--- src/rtl/aes_gf_pkg.sv ---
// GF(2^8) helpers and shared types for the AES InvMixColumns engine.
// Constant multiplies are xtime chains only; no general multipliers.
package aes_gf_pkg;

    localparam logic [7:0] AES_POLY = 8'h1B;

    typedef enum logic [1:0] {
        IDLE,
        CALC,
        DONE
    } state_t;

    // Rows of the InvMixColumns matrix; INV_COEF[r][k] multiplies input row k for output row r.
    localparam logic [7:0] INV_COEF [4][4] = '{
        '{8'h0e, 8'h0b, 8'h0d, 8'h09},
        '{8'h09, 8'h0e, 8'h0b, 8'h0d},
        '{8'h0d, 8'h09, 8'h0e, 8'h0b},
        '{8'h0b, 8'h0d, 8'h09, 8'h0e}
    };

    function automatic logic [7:0] xtime(input logic [7:0] b);
        return {b[6:0], 1'b0} ^ (b[7] ? AES_POLY : 8'h00);
    endfunction

    function automatic logic [7:0] gmul_const(input logic [7:0] b, input logic [7:0] coef);
        logic [7:0] x2;
        logic [7:0] x4;
        logic [7:0] x8;
        logic [7:0] res;
        x2 = xtime(b);
        x4 = xtime(x2);
        x8 = xtime(x4);
        unique case (coef)
            8'h09:   res = x8 ^ b;
            8'h0b:   res = x8 ^ x2 ^ b;
            8'h0d:   res = x8 ^ x4 ^ b;
            8'h0e:   res = x8 ^ x4 ^ x2;
            default: res = 8'h00;
        endcase
        return res;
    endfunction

    // Column c of a row-major state as {row0, row1, row2, row3}.
    function automatic logic [31:0] get_col(input logic [127:0] s, input logic [1:0] c);
        logic [31:0] col;
        col = '0;
        for (int r = 0; r < 4; r++) begin
            col[31-8*r -: 8] = s[127-8*(4*r+int'(c)) -: 8];
        end
        return col;
    endfunction

    function automatic logic [127:0] put_col(input logic [127:0] s, input logic [1:0] c,
                                             input logic [31:0] col);
        logic [127:0] res;
        res = s;
        for (int r = 0; r < 4; r++) begin
            res[127-8*(4*r+int'(c)) -: 8] = col[31-8*r -: 8];
        end
        return res;
    endfunction

endpackage

--- src/rtl/aes_inv_mix_columns_seq_if.sv ---
// Input/output valid-ready bundle for the InvMixColumns engine.
interface aes_inv_mix_columns_seq_if;

    logic         in_valid;
    logic         in_ready;
    logic [127:0] in_data;
    logic         out_valid;
    logic         out_ready;
    logic [127:0] out_data;

    modport master (
        output in_valid, in_data, out_ready,
        input  in_ready, out_valid, out_data
    );

    modport slave (
        input  in_valid, in_data, out_ready,
        output in_ready, out_valid, out_data
    );

endinterface

--- src/rtl/aes_inv_mix_col.sv ---
// Combinational InvMixColumns on one 32-bit column {row0, row1, row2, row3}.
module aes_inv_mix_col
    import aes_gf_pkg::*;
(
    input  logic [31:0] col_i,
    output logic [31:0] col_o
);

    logic [7:0] b [4];

    always_comb begin
        for (int r = 0; r < 4; r++) begin
            b[r] = col_i[31-8*r -: 8];
        end
        col_o = '0;
        for (int r = 0; r < 4; r++) begin
            for (int k = 0; k < 4; k++) begin
                col_o[31-8*r -: 8] = col_o[31-8*r -: 8] ^ gmul_const(b[k], INV_COEF[r][k]);
            end
        end
    end

endmodule

--- src/rtl/aes_inv_mix_columns_seq.sv ---
// Sequential AES InvMixColumns: latches one state, transforms COLS_PER_CYCLE columns per
// clock into a result buffer, then holds it on a valid/ready output.
module aes_inv_mix_columns_seq
    import aes_gf_pkg::*;
#(
    parameter int unsigned COLS_PER_CYCLE = 1
) (
    input logic                     clk,
    input logic                     rst,
    aes_inv_mix_columns_seq_if.slave bus
);

    // The edge that starts at this count writes column 3.
    localparam logic [1:0] LAST_CNT = 2'(4 - COLS_PER_CYCLE);
    localparam logic [1:0] CNT_STEP = 2'(COLS_PER_CYCLE);

    state_t       state_q, state_d;
    logic [1:0]   col_cnt_q, col_cnt_d;
    logic [127:0] src_q, src_d;
    logic [127:0] res_q, res_d;
    logic         in_ready_c;
    logic         out_valid_c;

    logic [1:0]   col_idx [COLS_PER_CYCLE];
    logic [31:0]  col_in  [COLS_PER_CYCLE];
    logic [31:0]  col_out [COLS_PER_CYCLE];

    for (genvar g = 0; g < COLS_PER_CYCLE; g++) begin : gen_col
        assign col_idx[g] = col_cnt_q + 2'(g);
        assign col_in[g]  = get_col(src_q, col_idx[g]);

        aes_inv_mix_col u_col (
            .col_i (col_in[g]),
            .col_o (col_out[g])
        );
    end

    always_comb begin
        state_d     = state_q;
        col_cnt_d   = col_cnt_q;
        src_d       = src_q;
        res_d       = res_q;
        in_ready_c  = 1'b0;
        out_valid_c = 1'b0;
        unique case (state_q)
            IDLE: begin
                in_ready_c = 1'b1;
                if (bus.in_valid) begin
                    src_d     = bus.in_data;
                    col_cnt_d = 2'd0;
                    state_d   = CALC;
                end
            end
            CALC: begin
                for (int g = 0; g < int'(COLS_PER_CYCLE); g++) begin
                    res_d = put_col(res_d, col_idx[g], col_out[g]);
                end
                col_cnt_d = col_cnt_q + CNT_STEP;
                if (col_cnt_q == LAST_CNT) begin
                    state_d = DONE;
                end
            end
            DONE: begin
                out_valid_c = 1'b1;
                in_ready_c  = bus.out_ready;
                if (bus.out_ready) begin
                    if (bus.in_valid) begin
                        src_d     = bus.in_data;
                        col_cnt_d = 2'd0;
                        state_d   = CALC;
                    end else begin
                        state_d = IDLE;
                    end
                end
            end
            default: state_d = IDLE;
        endcase
    end

    always_ff @(posedge clk or posedge rst) begin
        if (rst) begin
            state_q   <= IDLE;
            col_cnt_q <= 2'd0;
            src_q     <= '0;
            res_q     <= '0;
        end else begin
            state_q   <= state_d;
            col_cnt_q <= col_cnt_d;
            src_q     <= src_d;
            res_q     <= res_d;
        end
    end

    // State sits in IDLE during reset, so in_ready must be masked explicitly.
    assign bus.in_ready  = in_ready_c & ~rst;
    assign bus.out_valid = out_valid_c;
    assign bus.out_data  = res_q;

endmodule

--- src/flat_wrapper.sv ---
// flat-port wrapper written by rule: the top's interface ports become plain ports
module aes_inv_mix_columns_seq_flat import aes_gf_pkg::*;
#(
    parameter int unsigned COLS_PER_CYCLE = 1
)
  (clk, rst, bus_in_valid, bus_in_data, bus_out_ready, bus_in_ready, bus_out_valid, bus_out_data);
  aes_inv_mix_columns_seq_if bus_i ();
  input logic clk;
  input logic rst;
  input wire logic [$bits(bus_i.in_valid)-1:0] bus_in_valid;
  input wire logic [$bits(bus_i.in_data)-1:0] bus_in_data;
  input wire logic [$bits(bus_i.out_ready)-1:0] bus_out_ready;
  output wire logic [$bits(bus_i.in_ready)-1:0] bus_in_ready;
  output wire logic [$bits(bus_i.out_valid)-1:0] bus_out_valid;
  output wire logic [$bits(bus_i.out_data)-1:0] bus_out_data;
  assign bus_i.in_valid = bus_in_valid;
  assign bus_i.in_data = bus_in_data;
  assign bus_i.out_ready = bus_out_ready;
  assign bus_in_ready = bus_i.in_ready;
  assign bus_out_valid = bus_i.out_valid;
  assign bus_out_data = bus_i.out_data;
  aes_inv_mix_columns_seq #(.COLS_PER_CYCLE(COLS_PER_CYCLE)) u_core (.clk(clk), .rst(rst), .bus(bus_i));
endmodule
--- config.mk ---
export PLATFORM = sky130hd
export DESIGN_NAME = aes_inv_mix_columns_seq_flat
export DESIGN_NICKNAME = d
export VERILOG_FILES = /design/src/rtl/aes_gf_pkg.sv /design/src/rtl/aes_inv_mix_columns_seq_if.sv /design/src/rtl/aes_inv_mix_col.sv /design/src/rtl/aes_inv_mix_columns_seq.sv /design/src/flat_wrapper.sv
export SDC_FILE = /design/constraint.sdc
export NUM_CORES = 1
export LEC_CHECK = 0
export ABC_AREA = 1
export ABC_CLOCK_PERIOD_IN_PS = 10900
export BUFFER_PORTS_ARGS = -buffer_cell sky130_fd_sc_hd__buf_2
export CORE_MARGIN = 2
export CORE_UTILIZATION = 39
export CTS_CLUSTER_DIAMETER = 40
export DETAILED_ROUTE_END_ITERATION = 7
export GPL_ROUTABILITY_DRIVEN = 0
export PLACE_DENSITY = 0.62
export SLEW_MARGIN = 25
export SYNTH_ARGS = -nofsm -noshare
export SYNTH_HDL_FRONTEND = slang
export SYNTH_SLANG_ARGS = --single-unit
--- constraint.sdc ---
create_clock -name clk -period 10.9 [get_ports clk]
set_clock_uncertainty 0.1 [all_clocks]
set_input_delay 0.545 -clock clk [delete_from_list [all_inputs] [get_ports clk]]
set_output_delay 0.545 -clock clk [all_outputs]
set_load 0.01 [all_outputs]
==> run_results.csv, run 1 <==
group,metric,value,unit
clocking,cts_max_level,2,
floorplan,die_y,203.3,µm
clocking,clock-root-buffer,"clkbuf_16",
cells_and_area,fin_nets,2379,
min_path,hold_class,"input port to async pin",
timing,rsz0062_at_grt,"false",
critical_path,crit_type,"register to register",
floorplan,dieArea,0.04135,mm²
floorplan,initial_core_util,0.3928,
routing,wl_per_cell,18.18,µm
logic_synthesis,syn_inst,2006,
timing,finalSetupTns,0,ns
logic_synthesis,synth_area,0.01550,mm²
timing,fin_crit_sh,0.4219,
routing,drtAntennaViolNets,0,
clocking,holdBufCountCts,0,
logic_synthesis,ys_seq_area_frac,0.4198,
grt,grt_max_degree,125,
cells_and_area,fillers,3946,
logic_synthesis,synth_area_leader_cell,"dfrtp_1",
clocking,worst_skew_pair.late_latency,0.54,ns
critical_path,critPathSlowestCell,"buf_4",
logic_synthesis,yosysWarnings,0,
clocking,cts.reportedPaths.clkPinSlew,0.05,ns
clocking,cts_tree,"built",
logic_synthesis,synth_top_area_frac,0.4198,
critical_path,cp-start-kind,"register",
logic_synthesis,synth-seq-cells,260,
timing,maxSlewViolCount,0,
routing,firstDrtPassIters,6,
critical_path,r2r_slack,6.30,ns
cells_and_area,antenna_cells,0,
grt,met2_usage,0.3714,
cells_and_area,final_common_cell,"nand2_1",
placement,dp_hpwl,37.78,mm
clocking,cts-resized-gates,0,
critical_path,max_stage_delay,0.71,ns
critical_path,crit_buf_inv,2,
logic_synthesis,synth_cell_types,33,
cells_and_area,final_cell_mix,"903 x nand2_1, 278 x nand3_1, 261 x buf_2",
critical_path,cp_top_family,"XOR/XNOR gates",
job,max-cap-violations,0,
critical_path,path_common_cell,"nand2_1",
grt,grtUsageMet1,0.3459,
logic_synthesis,synth_nets,2142,
routing,drt-total-wl,50.94,mm
routing,drc,0,
floorplan,fp-row-count,73,
timing,min_period,4.598,ns
timing,hold_viol_final,0,
grt,grt_use_total,0.2448,
timing,timing.slew.headroom,0.3025,
floorplan,io_pins,262,
clocking,cts-buffers-inserted,41,
grt,grt_pass1_wl,78.76,mm
clocking,clock_sinks,260,
routing,drt_iter0_drc,1282,
cells_and_area,drive_gt1_frac,0.2474,
routing,via_per_inst,5.192,
grt,grt_antenna_before_repair,0,
cells_and_area,syn2layout_area_growth,19.81,%
critical_path,worstPathArrival,4.96,ns
critical_path,cp-end-kind,"register",
clocking,postCtsSetupBuffers,0,
floorplan,die_x,203.3,µm
clocking,clock_path_buffers,3,
grt,grtUsageMet3,0.05177,
timing,fmax,0.2175,GHz
placement,portBuffers,261,
grt,gr-total-overflow,0,
grt,grt_most_used_layer,"met2",
logic_synthesis,synthTopCellsByArea,"dfrtp_1 42%, nand2_1 22%, nand3_1 9.0%",
logic_synthesis,avgSynthCellArea,7.726,µm²
floorplan,core,0.03946,mm²
timing,tightestPinTransition,1.046,ns
timing,setup_violations,0,
run_status,outcome,"completed",
critical_path,cp_max_fo,74,
critical_path,required,11.26,ns
routing,vias,14540,
critical_path,path_cells,"inv_6 > buf_4 > nand2_1 > nand3_1 > nand2_1 > xnor2_1 > nand2_1 > nand2_1 > xor2_1 > xnor2_1 > nand3_1 > nand2_1",
grt,grt_pass1_vias,13830,
-- kinds of logic after synthesis --
family,after synthesis,share of synthesized area
buffers and inverters,168,0.04917
and+or+nand+nor,1324,0.3675
DFF,260,0.4198
AOI/OAI and AO/OA,27,0.009527
xor gates and xnor gates,106,0.06572
muxes,117,0.08502
adders and majority gates,4,0.003230
-- cell type report --
type / instances / area [µm²] / share of cell area
Timing Repair Buffer: 276 / 1419 / 0.07642
Clock buffer: 56 / 1185 / 0.06381
Tap cell: 525 / 656.9 / 0.03538
Sequential cell: 260 / 6511 / 0.3507
Inverter: 86 / 336.6 / 0.01813
Multi-Input combinational cell: 1578 / 8247 / 0.4441
Clock inverter: 20 / 212.7 / 0.01146
-- routing by layer --
layer,vias up,share of wire
li1,6928,-
met1,6813,0.44
met4,0,0.034
met5,-,0
met2,686,0.43
met3,116,0.091
-- through the flow --
step	hold slack, ns	util	instances	worst slack (ns)	cell area [µm²]
6_report	0.08417	0.4706	2801	6.302	18570
3_3_place_gp	0.3590	0.4352	2725	6.481	17170
2_1_floorplan	0.3793	-	2006	3.100	15500
4_1_cts	0.1229	0.4706	2801	6.409	18570
3_5_place_dp	0.3607	0.4352	2725	6.446	17170
5_1_grt	0.1260	0.4706	2801	6.069	18570
-- flip-flops by register name (all words and copies together) (netlist names) --
signal and flops:
u_core.bus.out_data 128, u_core.col_cnt_q 2, u_core.src_q 128, u_core.state_q 2
-- cells in the mapped netlist (all sizes together) --
cell / n
or2: 6
a21o: 1
xnor2: 50
nand4: 35
inv: 85
clkbuf: 37
nand3b: 9
o21ai: 14
nor3: 1
o31ai: 1
ha: 4
mux2: 117
buf: 45
nor2: 22
xor2: 56
nand3: 283
a21oi: 11
dfrtp: 260
nand2: 968
clkinv: 1
-- path summary, 6_finish.rpt --
check	startpoint	end	depth (start not counted)
worst max-delay path	u_core.col_cnt_q[0]$_DFFE_PP0P_	u_core.bus.out_data[7]$_DFFE_PP0P_	12
worst min-delay path	rst	u_core.bus.out_data[24]$_DFFE_PP0P_	2
worst max register to register	u_core.col_cnt_q[0]$_DFFE_PP0P_	u_core.bus.out_data[7]$_DFFE_PP0P_	12
worst min register to register	u_core.bus.out_data[85]$_DFFE_PP0P_	u_core.bus.out_data[85]$_DFFE_PP0P_	2
max in group asynchronous	rst	u_core.src_q[81]$_DFFE_PP0P_	4
min in group clk	bus_in_data[114]	u_core.src_q[114]$_DFFE_PP0P_	2
Power of run 1 is not shown: default switching activity piles up to over one toggle a cycle in this logic, so the estimate is an artifact.
==> inputs of run 2 (changes only) <==
--- a/config.mk
+++ b/config.mk
@@ -6,7 +6,7 @@
 export NUM_CORES = 1
 export LEC_CHECK = 0
 export ABC_AREA = 1
-export ABC_CLOCK_PERIOD_IN_PS = 10900
+export ABC_CLOCK_PERIOD_IN_PS = 4700
 export BUFFER_PORTS_ARGS = -buffer_cell sky130_fd_sc_hd__buf_2
 export CORE_MARGIN = 2
 export CORE_UTILIZATION = 39
==> constraint.sdc (replaced) <==
create_clock -name clk -period 4.7 [get_ports clk]
set_clock_uncertainty 0.1 [all_clocks]
set_input_delay 0.235 -clock clk [delete_from_list [all_inputs] [get_ports clk]]
set_output_delay 0.235 -clock clk [all_outputs]
set_load 0.01 [all_outputs]
==> run 2 against run 1 <==
  * Clock-buffer cell count fell by 6
  * Design area rose by 7.8%
  * Critical path depth rose by 2
  * Hold slack got worse by 0.051 ns
  * Largest cell class unchanged
  * Critical path type unchanged
  * Via count rose by 4.2%
  * Core utilization rose by 3.7 points
  * Register-to-register slack got worse by 5.2 ns
==> run_results.csv, run 2 (synthesis results as in run 1) <==
group,metric,value,unit
routing,drtAntennaViolNets,0,
critical_path,worstPathArrival,3.99,ns
critical_path,path_common_cell,"nand2_1",
placement,portBuffers,261,
clocking,clock-root-buffer,"clkbuf_16",
clocking,worst_skew_pair.late_latency,0.55,ns
timing,setup_violations,0,
floorplan,core,0.03946,mm²
clocking,cts_tree,"built",
clocking,cts_max_level,2,
critical_path,r2r_slack,1.09,ns
timing,timing.slew.headroom,0.3565,
critical_path,cp-startpoint,"u_core.col_cnt_q[0]$_DFFE_PP0P_",
clocking,cts-buffers-inserted,41,
run_status,outcome,"completed",
critical_path,crit_type,"register to register",
grt,grt_max_degree,132,
grt,grt_pass1_vias,14880,
placement,dp_hpwl,37.44,mm
job,max-cap-violations,0,
critical_path,required,5.08,ns
critical_path,cp_max_fo,70,
grt,grt_antenna_before_repair,0,
critical_path,cp-end-kind,"register",
critical_path,max_stage_delay,0.68,ns
routing,drt_iter0_drc,1247,
timing,rsz0062_at_grt,"false",
critical_path,path_cells,"inv_6 > nand2_1 > nand2_1 > nand2_1 > nand2_2 > nand2_1 > nand2_2 > inv_1 > nand2_1 > nand2_1 > xor2_1 > xnor2_1 > nand3_1 > nand2_1",
floorplan,initial_core_util,0.3928,
cells_and_area,final_common_cell,"nand2_1",
placement,place_ws,1.135,ns
routing,drc,0,
floorplan,io_pins,262,
cells_and_area,drive_gt1_frac,0.2365,
min_path,hold_class,"input port to async pin",
critical_path,r2r_cells,14,
routing,firstDrtPassIters,8,
cells_and_area,final_cell_mix,"903 x nand2_1, 278 x nand3_1, 261 x buf_2",
timing,maxSlewViolCount,0,
timing,fmax,0.2771,GHz
grt,gr-total-overflow,0,
timing,timing.hold.ws,0.03268,ns
critical_path,crit_buf_inv,2,
routing,wl_per_cell,18.06,µm
timing,finalSetupTns,0,ns
critical_path,cp_top_family,"simple AND/OR/NAND/NOR gates",
clocking,clock_path_buffers,3,
critical_path,critPathSlowestCell,"xnor2_1",
grt,grt_pass1_wl,83.78,mm
grt,grt_use_total,0.2590,
clocking,clock_sinks,260,
timing,tightestPinTransition,0.9653,ns
floorplan,die_x,203.3,µm
routing,drt-total-wl,52.94,mm
clocking,cts.reportedPaths.clkPinSlew,0.05,ns
cells_and_area,fillers,3805,
cells_and_area,utilization,0.5073,
timing,fin_ws,1.092,ns
timing,min_period,3.608,ns
critical_path,r2r-start,"u_core.col_cnt_q[0]$_DFFE_PP0P_",
cells_and_area,antenna_cells,0,
floorplan,die_y,203.3,µm
routing,vias,15160,
timing,hold_viol_final,0,
cells_and_area,syn2layout_area_growth,29.16,%
critical_path,r2r_end,"u_core.bus.out_data[23]$_DFFE_PP0P_",
critical_path,cp-start-kind,"register",
floorplan,dieArea,0.04135,mm²
timing,fin_crit_sh,0.7678,
routing,via_per_inst,5.173,
floorplan,fp-row-count,73,
cells_and_area,fin_nets,2511,
==> run 2: cell type report <==
| cell class | instances | area, µm² | area share |
|---|---|---|---|
| timing repair buffer | 408 | 2785 | 0.1391 |
| inverter | 86 | 332.8 | 0.01663 |
| sequential | 260 | 6511 | 0.3253 |
| clock inverter | 24 | 321.6 | 0.01606 |
| tap | 525 | 656.9 | 0.03282 |
| multi-input combinational | 1578 | 8247 | 0.4120 |
| clock buffer | 50 | 1162 | 0.05807 |
==> run 2: timing repair <==
item / in CTS / in global routing
hold buffers: 130 / 0
hold endpoints to repair: 389 / 0
gates resized for setup: 0 / 0
buffers inserted: 0 / 0
==> run 2: metrics by stage <==
| stage | cells | cell area (µm²) |
|---|---|---|
| 6_report | 2931 | 20020 |
| 3_3_place_gp | 2727 | 17230 |
| 4_1_cts | 2931 | 20020 |
| 2_1_floorplan | 2006 | 15500 |
| 3_5_place_dp | 2727 | 17230 |
| 5_1_grt | 2931 | 20020 |
==> run 2: tightest hold or removal path: cells and delay by family <==
| kind | cells | cell delay [ns] |
|---|---|---|
| buffers and inverters | 3 | 0.79 |
==> run 2: how the worst max path moves through the flow <==
stage / to / slack [ns] / cells after the start
6_report: u_core.bus.out_data[23]$_DFFE_PP0P_ / 1.09 / 14
5_1_grt: u_core.bus.out_data[31]$_DFFE_PP0P_ / 0.83 / 11
4_1_cts: u_core.bus.out_data[23]$_DFFE_PP0P_ / 1.11 / 11
3_5_place_dp: u_core.bus.out_data[7]$_DFFE_PP0P_ / 1.13 / 11
3_3_place_gp: u_core.bus.out_data[7]$_DFFE_PP0P_ / 1.15 / 11
2_1_floorplan: u_core.bus.out_data[0]$_DFFE_PP0P_ / 0.94 / 1
==> run 2: layer usage <==
layer | up-vias | global-route usage | part of all wire
met5 | - | 0 | 0
met1 | 7181 | 0.3582 | 0.44
met4 | 0 | 0.08394 | 0.029
met2 | 673 | 0.4133 | 0.45
met3 | 107 | 0.04426 | 0.078
li1 | 7200 | - | -
Power of run 2 is left out for the same reason.
==> inputs of run 3 (changes only) <==
--- a/config.mk
+++ b/config.mk
@@ -6,7 +6,7 @@
 export NUM_CORES = 1
 export LEC_CHECK = 0
 export ABC_AREA = 1
-export ABC_CLOCK_PERIOD_IN_PS = 4700
+export ABC_CLOCK_PERIOD_IN_PS = 3420
 export BUFFER_PORTS_ARGS = -buffer_cell sky130_fd_sc_hd__buf_2
 export CORE_MARGIN = 2
 export CORE_UTILIZATION = 39
==> constraint.sdc (replaced) <==
create_clock -name clk -period 3.42 [get_ports clk]
set_clock_uncertainty 0.1 [all_clocks]
set_input_delay 0.171 -clock clk [delete_from_list [all_inputs] [get_ports clk]]
set_output_delay 0.171 -clock clk [all_outputs]
set_load 0.01 [all_outputs]
==> run 3 against run 2 <==
  * The run now ends with DRC left
  * Sequential share of layout area decreased by 0.23 points
  * Design area increased by 0.71%
  * Core utilization increased by 0.36 points
  * Routed wire length decreased by 0.27%
  * Clock-buffer cell count decreased by 7
  * Global-route usage decreased by 0.48 points
  * First-iteration DRC count increased by 2.0%
  * Final cell count increased by 0.65%
  * Non-clock buffer count increased by 20
  * Hold slack improved by 0.090 ns
  * Via count increased by 0.28%
  * Die area unchanged
  * Critical path type unchanged
  * Highest routed layer unchanged
==> run_results.csv, run 3 (synthesis results as in run 1) <==
group,metric,value,unit
run_status,outcome,"finished with violations",
run_status,violations,"DRC",
critical_path,cp_max_fo,70,
floorplan,core,0.03946,mm²
cells_and_area,final_common_cell,"nand2_1",
floorplan,die_y,203.3,µm
routing,vias,15200,
floorplan,io_pins,262,
clocking,clock-root-buffer,"clkbuf_16",
cells_and_area,antenna_cells,0,
floorplan,dieArea,0.04135,mm²
clocking,holdBufCountCts,130,
critical_path,cp-start-kind,"register",
timing,fmax,0.3289,GHz
timing,fin_crit_sh,0.8889,
min_path,hold_class,"input port to async pin",
timing,timing.slew.headroom,0.5011,
grt,grt_use_total,0.2542,
floorplan,initial_core_util,0.3928,
critical_path,worstPathArrival,3.37,ns
routing,drt_iter0_drc,1272,
clocking,cts.reportedPaths.clkPinSlew,0.05,ns
clocking,cts-buffers-inserted,41,
cells_and_area,drive_gt1_frac,0.2425,
timing,maxSlewViolCount,0,
grt,grt_antenna_before_repair,0,
grt,gr-total-overflow,0,
cells_and_area,final_cell_mix,"903 x nand2_1, 278 x nand3_1, 261 x buf_2",
cells_and_area,utilization,0.5109,
routing,drt-total-wl,52.80,mm
cells_and_area,syn2layout_area_growth,30.07,%
critical_path,r2r_slack,0.38,ns
timing,rsz0062_at_grt,"false",
timing,tightestPinTransition,0.7483,ns
grt,grt_pass1_wl,82.60,mm
clocking,cts-resized-gates,0,
critical_path,crit_type,"register to register",
floorplan,fp-row-count,73,
clocking,cts_tree,"built",
clocking,clock_path_buffers,3,
clocking,cts_max_level,2,
timing,finalSetupTns,0,ns
critical_path,cp-end-kind,"register",
clocking,clock_sinks,260,
placement,dp_hpwl,37.12,mm
routing,drc,11,
clocking,worst_skew_pair.late_latency,0.54,ns
routing,drtAntennaViolNets,0,
critical_path,required,3.75,ns
job,max-cap-violations,0,
timing,hold_viol_final,0,
cells_and_area,fin_nets,2531,
grt,grt_max_degree,129,
floorplan,die_x,203.3,µm
grt,grt_pass1_vias,14640,
clocking,postCtsSetupBuffers,0,
placement,portBuffers,261,
timing,min_period,3.040,ns
routing,wl_per_cell,17.90,µm
routing,firstDrtPassIters,8,
timing,setup_violations,0,
routing,via_per_inst,5.154,
run 3: changes by cell type in the layout (fill, tap and decap cells not counted), moves of 2 or more:
cell        delta
buf_12         +3
buf_4         +17
clkbuf_16      -2
clkbuf_8       -5
clkinv_2       +3
clkinv_4       +6
clkinvlp_4     -6
run 3: layout make-up:
type / count / area (µm²)
fillers: 3754 / 19300
multi-input cells: 1578 / 8247
flip-flops and latches: 260 / 6511
repair buffers: 428 / 2973
clock buffers: 43 / 1044
well taps: 525 / 656.9
clock inverters: 30 / 394.1
inverters: 86 / 332.8
run 3: per-layer routing:
layer,share of wire,up-vias,GRT usage
met3,0.077,90,0.04714
met1,0.44,7200,0.3475
li1,-,7235,-
met5,0,-,0.002381
met2,0.46,679,0.4153
met4,0.024,0,0.06517
run 3: critical path, cell delays in order (launching register included):
cell and delay (ns):
dfrtp_4 0.45, buf_12 0.27, nand2_1 0.13, nand2_1 0.09, nand2_1 0.05, nand2_1 0.27
nand2_1 0.09, nand2_1 0.21, nand2_1 0.08, nand2_1 0.22, nand2_1 0.12, nand2_1 0.10
nand3_1 0.08, nand2_1 0.21, nand3_1 0.19, nand4_1 0.13, nand2_1 0.06
run 3: worst paths after layout:
check	startpoint	to	cells past startpoint
max in group asynchronous	rst	u_core.bus.out_data[9]$_DFFE_PP0P_	4
max reg2reg	u_core.col_cnt_q[0]$_DFFE_PP0P_	u_core.bus.out_data[12]$_DFFE_PP0P_	16
min in group clk	bus_in_valid	u_core.state_q[0]$_DFFE_PP0P_	3
min reg2reg	u_core.bus.out_data[62]$_DFFE_PP0P_	u_core.bus.out_data[62]$_DFFE_PP0P_	2
min	rst	u_core.state_q[1]$_DFFE_PP0P_	3
max	u_core.col_cnt_q[0]$_DFFE_PP0P_	u_core.bus.out_data[12]$_DFFE_PP0P_	16
run 3: through the flow:
stage | worst slack, ns | hold slack (ns) | instances | area (µm²)
final | 0.3798 | 0.1231 | 2950 | 20160
after global placement | 0.5002 | 0.1208 | 2747 | 17420
after CTS | 0.4636 | 0.1054 | 2950 | 20160
after floorplan | -0.2786 | 0.1676 | 2006 | 15500
after detailed placement | 0.4615 | 0.1246 | 2747 | 17420
after global routing | 0.1716 | 0.1705 | 2950 | 20160
Power of run 3 is left out for the same reason.
